==> config.mk <==
export PLATFORM = sky130hd
export DESIGN_NAME = image_op_sequencer
export DESIGN_NICKNAME = d
export VERILOG_FILES = /design/src/rtl/image_op_sequencer.sv
export SDC_FILE = /design/constraint.sdc
export NUM_CORES = 1
export LEC_CHECK = 0
export CAP_MARGIN = 40
export CORE_UTILIZATION = 42
export CTS_CLUSTER_SIZE = 24
export DETAILED_ROUTE_END_ITERATION = 6
export PLACE_DENSITY = 0.8
export SYNTH_ARGS = -nofsm -noshare
export SYNTH_HDL_FRONTEND = slang
export SYNTH_SLANG_ARGS = --single-unit
==> constraint.sdc <==
create_clock -name clk -period 3.4 [get_ports clk]
set_clock_uncertainty 0.2 [all_clocks]
set_input_delay 0.51 -clock clk [delete_from_list [all_inputs] [get_ports clk]]
set_output_delay 0.51 -clock clk [all_outputs]
set_load 0.03 [all_outputs]
==> src/rtl/image_op_sequencer.sv <==
// ---------------------------------------------------------------------------
// image_op_sequencer
//   Frame-level controller for the pixel-arithmetic datapath. Walks the
//   source image in raster order. For each pixel it reads operand A (and
//   operand B for ADD/SUB), issues one instruction word to the datapath,
//   waits for completion, and writes the result to the destination buffer.
//
// Ports
//   clk, rst          clock, synchronous active-high reset
//   start, op, imm    host command (sampled only in IDLE)
//   busy, done, error host status (done = 1-cycle pulse, error = sticky)
//   rd_en_a/b, rd_addr, rd_data_a/b     source buffer read port (1-cycle latency)
//   proc_valid, proc_op, proc_a, proc_b datapath issue
//   proc_done, proc_result              datapath completion
//   wr_en, wr_addr, wr_data, wr_ready   destination write handshake
// ---------------------------------------------------------------------------
module image_op_sequencer #(
    parameter int IMG_W   = 16,
    parameter int IMG_H   = 16,
    parameter int PIX_W   = 8,
    parameter int ADDR_W  = 8,
    parameter int TIMEOUT = 64
) (
    input  logic              clk,
    input  logic              rst,
    input  logic              start,
    input  logic [1:0]        op,
    input  logic [PIX_W-1:0]  imm,
    output logic              busy,
    output logic              done,
    output logic              error,
    output logic              rd_en_a,
    output logic              rd_en_b,
    output logic [ADDR_W-1:0] rd_addr,
    input  logic [PIX_W-1:0]  rd_data_a,
    input  logic [PIX_W-1:0]  rd_data_b,
    output logic              proc_valid,
    output logic [1:0]        proc_op,
    output logic [PIX_W-1:0]  proc_a,
    output logic [PIX_W-1:0]  proc_b,
    input  logic              proc_done,
    input  logic [PIX_W-1:0]  proc_result,
    output logic              wr_en,
    output logic [ADDR_W-1:0] wr_addr,
    output logic [PIX_W-1:0]  wr_data,
    input  logic              wr_ready
);

    localparam int XW = (IMG_W > 1) ? $clog2(IMG_W) : 1;
    localparam int YW = (IMG_H > 1) ? $clog2(IMG_H) : 1;
    localparam int CW = $clog2(TIMEOUT + 1);

    typedef enum logic [2:0] {
        S_IDLE, S_READ, S_CAPTURE, S_ISSUE, S_WAIT, S_WRITE, S_DONE
    } state_t;

    state_t            state, state_n;
    logic [XW-1:0]     x;
    logic [YW-1:0]     y;
    logic [ADDR_W-1:0] addr;
    logic [CW-1:0]     cnt;
    logic [1:0]        op_q;
    logic [PIX_W-1:0]  imm_q;
    logic [PIX_W-1:0]  cap_a, cap_b;
    logic [1:0]        hold_op;
    logic [PIX_W-1:0]  hold_a, hold_b;
    logic [PIX_W-1:0]  wr_data_q;
    logic              error_q;

    logic last_x, last_y, cnt_max, two_op;

    assign last_x  = (x == XW'(IMG_W - 1));
    assign last_y  = (y == YW'(IMG_H - 1));
    assign cnt_max = (cnt == CW'(TIMEOUT - 1));
    // ADD (0) and SUB (2) are the only ops that use source B
    assign two_op  = ~op_q[0];

    assign rd_addr = addr;
    assign wr_addr = addr;
    assign wr_data = wr_data_q;
    assign error   = error_q;

    // The issue word is presented straight from the capture registers during
    // ISSUE, then held from a shadow copy so the datapath sees stable values
    // until the next ISSUE even though CAPTURE of the next pixel comes first.
    assign proc_op = (state == S_ISSUE) ? op_q  : hold_op;
    assign proc_a  = (state == S_ISSUE) ? cap_a : hold_a;
    assign proc_b  = (state == S_ISSUE) ? cap_b : hold_b;

    always_ff @(posedge clk) begin
        if (rst) state <= S_IDLE;
        else     state <= state_n;
    end

    always_comb begin
        state_n    = state;
        busy       = (state != S_IDLE);
        done       = 1'b0;
        rd_en_a    = 1'b0;
        rd_en_b    = 1'b0;
        proc_valid = 1'b0;
        wr_en      = 1'b0;
        case (state)
            S_IDLE:    if (start) state_n = S_READ;
            S_READ: begin
                rd_en_a = 1'b1;
                rd_en_b = two_op;
                state_n = S_CAPTURE;
            end
            S_CAPTURE: state_n = S_ISSUE;
            S_ISSUE: begin
                proc_valid = 1'b1;
                state_n    = S_WAIT;
            end
            S_WAIT: begin
                if (proc_done)    state_n = S_WRITE;
                else if (cnt_max) state_n = S_IDLE;
            end
            S_WRITE: begin
                wr_en = 1'b1;
                if (wr_ready) state_n = (last_x && last_y) ? S_DONE : S_READ;
            end
            S_DONE: begin
                done    = 1'b1;
                state_n = S_IDLE;
            end
            default:   state_n = S_IDLE;
        endcase
    end

    always_ff @(posedge clk) begin
        if (rst) begin
            x         <= '0;
            y         <= '0;
            addr      <= '0;
            cnt       <= '0;
            op_q      <= '0;
            imm_q     <= '0;
            cap_a     <= '0;
            cap_b     <= '0;
            hold_op   <= '0;
            hold_a    <= '0;
            hold_b    <= '0;
            wr_data_q <= '0;
            error_q   <= 1'b0;
        end else begin
            case (state)
                S_IDLE: if (start) begin
                    op_q    <= op;
                    imm_q   <= imm;
                    error_q <= 1'b0;
                    x       <= '0;
                    y       <= '0;
                    addr    <= '0;
                end
                S_CAPTURE: begin
                    cap_a <= rd_data_a;
                    cap_b <= two_op ? rd_data_b : imm_q;
                end
                S_ISSUE: begin
                    hold_op <= op_q;
                    hold_a  <= cap_a;
                    hold_b  <= cap_b;
                    cnt     <= '0;
                end
                S_WAIT: begin
                    if (proc_done)    wr_data_q <= proc_result;
                    else if (cnt_max) error_q   <= 1'b1;
                    else              cnt       <= cnt + CW'(1);
                end
                S_WRITE: if (wr_ready && !(last_x && last_y)) begin
                    // raster address kept incrementally: row wrap is just +1
                    addr <= addr + ADDR_W'(1);
                    if (last_x) begin
                        x <= '0;
                        y <= y + YW'(1);
                    end else begin
                        x <= x + XW'(1);
                    end
                end
                default: ;
            endcase
        end
    end

endmodule

==> results list <==
- The run finished with clean final reports.
* CP Capture Point: proc_b[6]
* Total CTS buffers: 9
- Share of total power in sequential cells: approximately 54%
- The number of hold buffers added after CTS was 0.
* Initial standard-cell utilization of the core: ~44%
- Gr usage total: about 20%
- Worst-margin pin slew: about 0.82 ns
- The worst setup path is captured at a primary output.
- The number of max-slew violations in the final report came to 0.
- The synthesized design contains 79 register bits.
- IO Count: 88
- Along the worst path, the maximum fanout reaches 14.
- The worst pin sits at a relative slew slack of 45.1%.
- Wire length of the first global-routing pass: approximately 14,000 µm
- The worst register-to-register path has a setup slack of just under 0.9 ns.
* Highest-count cells in the layout ignoring fill and taps: 125 x sky130_fd_sc_hd__nand2_1, 85 x sky130_fd_sc_hd__clkdlybuf4s50_1, 79 x sky130_fd_sc_hd__dfxtp_1
- In this run switching power makes up about a quarter of total power.
* Residual overflow from global routing: 0
- Vias in the first global route: 3,071
- Counting along the longest clock path gives a buffer depth of 2.
* Post-CTS Setup Inserts: 0
* Number of core rows: 32
- H-tree levels: 3
- Layout cell share with drive strength beyond 1: 6.55%
- For the worst-skew pair, the clock arrives at the later sink with an insertion delay of between 0.3 and 0.4 ns.
- In the synthesized netlist the dominant register cell turns out to be sky130_fd_sc_hd__dfxtp_1.
* Initial antenna violation count: 0
- Yosys mapped a number of flops with a built-in enable equal to 0.
* Type of the setup path with the least slack: register to primary output
- Combinational logic is responsible for 12.5% of the overall power.
- STA classifies the critical path startpoint as a register.
- The tree is rooted in a sky130_fd_sc_hd__clkbuf_8.
- Relative to the synthesized area, the layout overhead comes to 30.4%.
- Number of port buffers: 87
- Share of synthesized flip-flops with an asynchronous set or reset: 0%
* Share of total power in the clock network: 33.5%
- Crit path required time: about 2.7 ns
* Leading cell type in the layout, fill and taps excluded: sky130_fd_sc_hd__nand2_1
* Leakage power total: 1.69 nW
- After routing, the total negative slack on setup checks comes to 0 ns.
- The internal power of the cells totals 1.33 mW.
- Antenna cells: 0
* Average instance area after synthesis: 7.87 µm²
* Per-cell routed wire length: 14.0 µm
* Core area: 0.00789 mm²
- Finish-stage setup viols: 0
- Final WL: 8700 µm
- Synthesized netlist cell count: 442
- In the final design database the tool counted about 560 nets.
- Initial DRT Pass Iterations: 4
- Reg2reg end: x[3]
- Tracing the worst setup path back leads to its startpoint at state[1].
* Via density: 5.19
- Width of the die: 93.0 µm
- For this run, the register share of the synthesized area comes to 45.5%.
* Portion of the clock cycle consumed by the worst path in the final layout: between 90% and 100%
* Fill cell instance count of the final layout: approximately 760
* Net switching component of the power: 465 µW
- For this run, design rule violations remaining after detail routing come to 0.
- For this design the ratio of total power to cell area is 396 mW/mm².
- The count of nets left with antenna violations once routing finished came out at 0.
- Static timing analysis puts the maximum clock frequency at ~320 MHz.
- Yosys cell types: 43
- Clock period minus final worst setup slack: 3.15 ns
* Total nets after synthesis: around 490
* Number of max-capacitance violations reported: 0
- The detailed router finished its first iteration with between 200 and 250 violations.
- The final hold violation count came to 0.
- Post-CTS clock slew at the launch and capture registers of the worst setup and hold paths: 0.07 ns
- Path category of the worst min-delay check: register to register
* Maximum vdd drop: between 0.0002 and 0.0003 V
- TritonCTS built the clock tree.
- The floorplan step set the die height to 93.0 µm.
- RSZ-0062 raised after global routing: no
- Maximum number of pins on one net before global-route repair: 80
- The die covers just under 0.009 mm².
* Post-CTS Resized: 0
- Reg-to-reg critical path startpoint: state[2]
* Sink Count: 79
- Via Count: 3,223
* GP Congestion: slightly above 0.8
* Final standard cell utilization of the core: 57.5%
- In this run the cell area of the synthesized design comes to roughly 0.0035 mm².
* HPWL reported at the end of detailed placement: 6010 µm
- Cells on worst reg2reg path: 5
- For the worst setup path, the data arrival time is 2.44 ns.
- Synth Warn #: 0
==> power groups by stage <==
stage	registers (mW)	clock network [mW]	logic [mW]
floorplan	0.985	0	0.130
global placement	0.990	0	0.217
detailed placement	0.990	0	0.223
CTS	0.968	0.620	0.225
global route	0.971	0.660	0.244
finish	0.968	0.602	0.224
==> cell type report <==
| class | instances | area (µm²) | area share [%] |
|---|---|---|---|
| Clock buffer | 12 | 145 | 3.20 |
| Clock inverter | 3 | 20.0 | 0.442 |
| Inverter | 4 | 15.0 | 0.331 |
| Multi-Input combinational cell | 326 | 1720 | 38.0 |
| Sequential cell | 79 | 1580 | 34.9 |
| Tap cell | 102 | 128 | 2.81 |
| Timing Repair Buffer | 95 | 923 | 20.4 |
==> cells in the mapped netlist, types with 2 or more instances <==
| library cell | instances | area, µm² |
|---|---|---|
| sky130_fd_sc_hd__a211oi_1 | 10 | 75.1 |
| sky130_fd_sc_hd__a21oi_1 | 45 | 225 |
| sky130_fd_sc_hd__a22oi_1 | 3 | 22.5 |
| sky130_fd_sc_hd__a31oi_1 | 3 | 18.8 |
| sky130_fd_sc_hd__and2_1 | 2 | 12.5 |
| sky130_fd_sc_hd__and3_1 | 6 | 37.5 |
| sky130_fd_sc_hd__and3b_1 | 2 | 17.5 |
| sky130_fd_sc_hd__buf_2 | 5 | 25.0 |
| sky130_fd_sc_hd__buf_4 | 8 | 60.1 |
| sky130_fd_sc_hd__clkbuf_1 | 20 | 75.1 |
| sky130_fd_sc_hd__dfxtp_1 | 79 | 1580 |
| sky130_fd_sc_hd__ha_1 | 4 | 50.1 |
| sky130_fd_sc_hd__inv_1 | 4 | 15.0 |
| sky130_fd_sc_hd__mux2i_1 | 8 | 80.1 |
| sky130_fd_sc_hd__nand2_1 | 125 | 469 |
| sky130_fd_sc_hd__nand2b_1 | 4 | 25.0 |
| sky130_fd_sc_hd__nand3_1 | 13 | 65.1 |
| sky130_fd_sc_hd__nand3b_1 | 2 | 15.0 |
| sky130_fd_sc_hd__nor2_1 | 27 | 101 |
| sky130_fd_sc_hd__nor2b_1 | 22 | 138 |
| sky130_fd_sc_hd__nor3_1 | 7 | 35.0 |
| sky130_fd_sc_hd__nor3b_1 | 2 | 15.0 |
| sky130_fd_sc_hd__nor3b_2 | 2 | 25.0 |
| sky130_fd_sc_hd__o21ai_0 | 15 | 75.1 |
| sky130_fd_sc_hd__or2_2 | 3 | 18.8 |
| sky130_fd_sc_hd__or3_1 | 2 | 12.5 |
| sky130_fd_sc_hd__or3b_2 | 2 | 17.5 |
| sky130_fd_sc_hd__or4_1 | 2 | 15.0 |
==> layer usage <==
metal / vias up / global-route usage [%] / part of all wire, %
met1: 1511 / 24.7 / 45
met3: 9 / 5.85 / 5.1
li1: 1626 / - / -
met4: 0 / 6.03 / 1.1
met2: 77 / 35.4 / 49
met5: - / 0 / 0
==> through the flow <==
stage / instances / hold slack (ns) / cell area, µm² / power, mW / setup slack (ns)
after floorplan: 442 / 0.236 / 3480 / 1.11 / 0.656
after global placement: 606 / 0.243 / 4370 / 1.21 / 0.667
after detailed placement: 606 / 0.248 / 4370 / 1.21 / 0.637
after CTS: 621 / 0.258 / 4530 / 1.81 / 0.247
after global routing: 621 / 0.273 / 4530 / 1.88 / 0.0917
final: 621 / 0.257 / 4530 / 1.79 / 0.253
==> how the worst min path moves through the flow <==
stage,from,to,slack (ns),cells past startpoint
finish,wr_data[5],wr_data[5],0.26,2
global route,wr_data[5],wr_data[5],0.27,2
CTS,wr_data[5],wr_data[5],0.26,2
detailed placement,wr_data[5],wr_data[5],0.25,2
global placement,imm_q[6],imm_q[6],0.24,2
floorplan,imm_q[0],imm_q[0],0.24,2
==> kinds of logic after synthesis <==
kind of cell	after synthesis	synth area share, %
AND/OR/NAND/NOR	227	31.0
adder cells (fa/ha/maj)	4	1.44
flip-flops	79	45.5
multiplexers	8	2.30
AO/OA/AOI/OAI	87	14.8
buffers and inverters	37	5.04
==> sequential cells by signal (all words and copies together) (netlist names) <==
register  flops
cap_a         8
x             4
error         1
hold_op       2
op_q          2
rd_addr       8
hold_a        8
imm_q         8
wr_data       8
cnt           7
y             4
state         3
cap_b         8
hold_b        8
==> critical path, stage by stage, from the launching register on <==
cell and delay (ns):
sky130_fd_sc_hd__dfxtp_1 0.31, sky130_fd_sc_hd__buf_4 0.18, sky130_fd_sc_hd__nand2_1 0.06, sky130_fd_sc_hd__or2_2 0.39, sky130_fd_sc_hd__inv_1 0.11, sky130_fd_sc_hd__buf_4 0.21
sky130_fd_sc_hd__nand2_1 0.08, sky130_fd_sc_hd__nand2_1 0.09, sky130_fd_sc_hd__clkdlybuf4s50_1 0.67
No activity file was read; power rests on OpenSTA's default activity.
